[src/rtl/rr_request_arbiter.sv]
// rr_request_arbiter
//   Four-requester round-robin arbiter feeding a 4-to-2 one-hot encoder.
//   A registered one-hot grant is held until done, or until TIMEOUT cycles
//   have elapsed, after which a one-cycle timeout pulse is issued.
//   Every release is followed by at least one idle cycle with grant=0.
// Ports
//   clk          in   1  rising-edge clock
//   rst          in   1  asynchronous active-high reset
//   req          in   4  level-sensitive request lines, bit i = requester i
//   done         in   1  consumer finished with current grant
//   grant        out  4  registered one-hot grant (grant[0..3] -> z1..z4)
//   grant_valid  out  1  high while grant is non-zero
//   timeout      out  1  one-cycle pulse after a timeout release
module rr_request_arbiter #(
   parameter int unsigned TIMEOUT = 16,
   parameter int unsigned CNT_W   = 5
) (
   input  logic       clk,
   input  logic       rst,
   input  logic [3:0] req,
   input  logic       done,
   output logic [3:0] grant,
   output logic       grant_valid,
   output logic       timeout
);

   localparam int unsigned N_REQ = 4;
   localparam int unsigned IDX_W = 2;

   typedef enum logic {
      IDLE = 1'b0,
      BUSY = 1'b1
   } state_t;

   state_t             state_q, state_d;
   logic [CNT_W-1:0]   cnt_q, cnt_d;
   logic [IDX_W-1:0]   last_q, last_d;
   logic [IDX_W-1:0]   win_q, win_d;
   logic [N_REQ-1:0]   grant_d;
   logic               grant_valid_d;
   logic               timeout_d;

   logic [IDX_W-1:0]   pick_idx;
   logic               pick_found;
   logic               hold_expired;

   // Round-robin scan starting one past the last winner, wrapping 3->0.
   always_comb begin
      logic [IDX_W-1:0] idx;
      pick_idx   = '0;
      pick_found = 1'b0;
      idx        = '0;
      for (int unsigned i = 1; i <= N_REQ; i++) begin
         idx = IDX_W'(last_q + IDX_W'(i));
         if (!pick_found && req[idx]) begin
            pick_idx   = idx;
            pick_found = 1'b1;
         end
      end
   end

   assign hold_expired = (cnt_q == CNT_W'(TIMEOUT - 1));

   // Next-state and next-output logic.
   always_comb begin
      state_d       = state_q;
      cnt_d         = cnt_q;
      last_d        = last_q;
      win_d         = win_q;
      grant_d       = grant;
      grant_valid_d = grant_valid;
      timeout_d     = 1'b0;

      unique case (state_q)
         IDLE: begin
            grant_d       = '0;
            grant_valid_d = 1'b0;
            if (pick_found) begin
               grant_d       = N_REQ'(1) << pick_idx;
               grant_valid_d = 1'b1;
               win_d         = pick_idx;
               cnt_d         = '0;
               state_d       = BUSY;
            end
         end
         BUSY: begin
            // done takes priority over an expiring hold counter
            if (done || hold_expired) begin
               grant_d       = '0;
               grant_valid_d = 1'b0;
               last_d        = win_q;
               cnt_d         = '0;
               timeout_d     = !done;
               state_d       = IDLE;
            end else begin
               cnt_d = CNT_W'(cnt_q + CNT_W'(1));
            end
         end
         default: begin
            state_d       = IDLE;
            grant_d       = '0;
            grant_valid_d = 1'b0;
         end
      endcase
   end

   // State and output registers.
   always_ff @(posedge clk or posedge rst) begin
      if (rst) begin
         state_q     <= IDLE;
         cnt_q       <= '0;
         last_q      <= IDX_W'(N_REQ - 1);
         win_q       <= '0;
         grant       <= '0;
         grant_valid <= 1'b0;
         timeout     <= 1'b0;
      end else begin
         state_q     <= state_d;
         cnt_q       <= cnt_d;
         last_q      <= last_d;
         win_q       <= win_d;
         grant       <= grant_d;
         grant_valid <= grant_valid_d;
         timeout     <= timeout_d;
      end
   end

endmodule

[config.mk]
export PLATFORM = sky130hd
export DESIGN_NAME = rr_request_arbiter
export DESIGN_NICKNAME = d
export VERILOG_FILES = /design/src/rtl/rr_request_arbiter.sv
export SDC_FILE = /design/constraint.sdc
export NUM_CORES = 1
export LEC_CHECK = 0
export BUFFER_PORTS_ARGS = -buffer_cell sky130_fd_sc_hd__buf_2
export CORE_UTILIZATION = 52
export DETAILED_ROUTE_END_ITERATION = 6
export GPL_TIMING_DRIVEN = 0
export PLACE_DENSITY = 0.75
export SLEW_MARGIN = 10
export SYNTH_ARGS = -nofsm -noshare
export SYNTH_HDL_FRONTEND = slang
export SYNTH_SLANG_ARGS = --single-unit
[constraint.sdc]
create_clock -name clk -period 2 [get_ports clk]
set_input_delay 0.2 -clock clk [delete_from_list [all_inputs] [get_ports clk]]
set_output_delay 0.2 -clock clk [all_outputs]
set_load 0.01 [all_outputs]
==> run metrics <==
Row Count=13; initial antenna violation count=0; # DRC=0; peak supply drop=0.000593 V; fin crit period=1790 ps; Die H=40.4 um; number of global-route vias before repair=517; first-pass GRT wire length=2150 um; Initial Util=57.5%; CP max stage delay=410 ps; most frequent cells in the layout=dfrtp_1, buf_2, nand2_1, o21ai_1, nor2_1; hold path depth=2; die area=1630 sq um; post-route ant nets=0; slowest stage cell, crit path=dfrtp_1; FF+latch count, synth=16; worst reg2reg endpoint=cnt_q[2]; Critical Path RT=2220 ps; root buf cell=clkbuf_4; width of the die=40.4 um; Worst R2R Path Depth=7; ys async rst share=100%; Crit path top cell by count=ha_1; vias per cell=5.50; antenna fix cells=0; Synth Flop Type=dfrtp_1; Layout Skew=2.36 ps; crit path cell chain=ha_1 -> and3_1 -> ha_1 -> nor2_1 -> nand2_1 -> nor3b_1 -> a21o_1; hold path endpoint=timeout; post-CTS resize count=0; Unique masters post-synth=28; Pre-antenna DRT Iters=4; routed len/inst=13.0 um; flop2flop setup slack=210 ps; GRT Residual Overflow=0; Final Setup Violations=0; Post-Route Setup TNS=0 ps; status=finished clean; commonest non-fill, non-tap cell in the layout=dfrtp_1; Slew Limit Fails=0; Startpoint Class=flop; Seq/Total Area, Yosys=52.5%; Area Overhead vs Synth=14.5%; Core Box Area=1330 sq um; Post-Layout Cell Count=105; DP HPWL=1010 um; post-synthesis cell count=74; # IOs=13; Slew HR=61.5%; power per cell area=904 nW/um^2; synthesized cell area=767 sq um; crit path max fanout=5; EDFF count, synth=0; CP endpoint kind=flop; Iteration-0 DRC Markers=5; H-tree depth=1; worst-case clock buffer depth=2; port bufs=12; syn_nets=83; Max-Cap Viols=0; worst path arrival time=2020 ps; CTS tree=yes; Final #Nets=101; total CTS buffers=3; syn avg cell area=10.4 sq um; DR vias=577; clk sinks=16; clk_lat worst skew=280 ps; global placement routability congestion=0.714; fmax=557 MHz; RSZ-0062 raised after global routing=no; largest net degree at the start of global routing=17; total track usage=20.7%; Worst-Margin Slew=578 ps; drt total wl=1360 um; final hold viol count=0; Worst R2R Start=cnt_q[0]; worst hold path class=input port to flop; Leak=0.421 nW; Min-Delay Startpoint=done; CTS clk-pin slew, worst paths=90 ps; Placed Cells=101; final worst path period share=89.7%; yosys warns=0; share of cells above drive strength 1=22.2%; WS Path Type=flop to flop
[area by class of cell]
| class | count | area (sq um) |
|---|---|---|
| flip-flops and latches | 16 | 403 |
| well taps | 15 | 18.8 |
| fillers | 117 | 455 |
| inverters | 3 | 11.3 |
| multi-input cells | 54 | 349 |
| repair buffers | 13 | 70.1 |
| clock buffers | 3 | 22.5 |
| plain buffers | 1 | 3.75 |
[worst max-delay path, delay by kind of cell (launching register included)]
kind	cells	cell delay (ps)
and+or+nand+nor	4	790
AOI/OAI and AO/OA	1	110
adders and majority gates	2	430
DFF	1	410
[how the worst max path moves through the flow]
stage,startpoint,to,slack [ps],cells after the start
2_1_floorplan,cnt_q[0],cnt_q[2],420,7
3_3_place_gp,cnt_q[0],cnt_q[2],280,7
3_5_place_dp,cnt_q[0],cnt_q[2],240,7
4_1_cts,cnt_q[0],cnt_q[2],200,7
5_1_grt,cnt_q[0],cnt_q[2],70,7
6_report,cnt_q[0],cnt_q[2],210,7
[timing repair]
item | CTS | global route
hold buffers | 1 | 0
buffers inserted | 0 | 0
endpoints found under the setup margin | 0 | 0
hold endpoints to repair | 14 | 0
[through the flow]
| stage | hold slack [ps] | power, mW | utilization [%] | setup slack, ps | area [sq um] |
|---|---|---|---|---|---|
| global placement | 284 | 0.626 | 63.4 | 280 | 846 |
| finish | 86.8 | 0.794 | 65.9 | 205 | 878 |
| detailed placement | 294 | 0.633 | 63.4 | 245 | 846 |
| floorplan | 112 | 0.566 | - | 423 | 767 |
| CTS | 83.7 | 0.798 | 65.9 | 196 | 878 |
| global route | 87.9 | 0.843 | 65.9 | 73.2 | 878 |
[cells by family after synthesis]
logic type	count (synthesis)	synth area share [%]
AOI/OAI and AO/OA	19	16.6
and+or+nand+nor	30	21.5
DFF	16	52.5
adders and majority gates	2	3.26
buffers and inverters	4	1.96
muxes	2	2.94
xor gates and xnor gates	1	1.14
[sequential cells by signal, summed over array words and instances (netlist names)]
signal / count
grant_valid: 1
cnt_q: 5
grant: 4
timeout: 1
last_q: 2
state_q: 1
win_q: 2
[synth_stat cells, types with 2 or more instances]
library cell	n	area [sq um]
nand2_1	10	37.5
a21oi_1	3	15.0
ha_1	2	25.0
nor3b_1	2	15.0
o21ai_1	7	35.0
dfstp_2	2	52.6
nor3_1	2	10.0
a22o_1	3	26.3
inv_1	3	11.3
mux2_1	2	22.5
dfrtp_1	14	350
nand2b_1	3	18.8
nor2_1	6	22.5
[layer usage]
layer | vias to the layer above | global-route usage, % | share of wire [%]
met5 | - | 0 | 0
met4 | 0 | 10.0 | 1.0
met3 | 2 | 5.00 | 3.1
met2 | 10 | 29.0 | 45
met1 | 272 | 29.5 | 50
li1 | 293 | - | -
[report_power, final]
group	leakage, nW	internal [mW]	switching, mW
registers	0.203	0.395	0.0453
clock network	0.0138	0.0698	0.0942
logic	0.204	0.0875	0.103
total	0.421	0.552	0.243
Note: power is estimated with default switching activity, not from simulation.
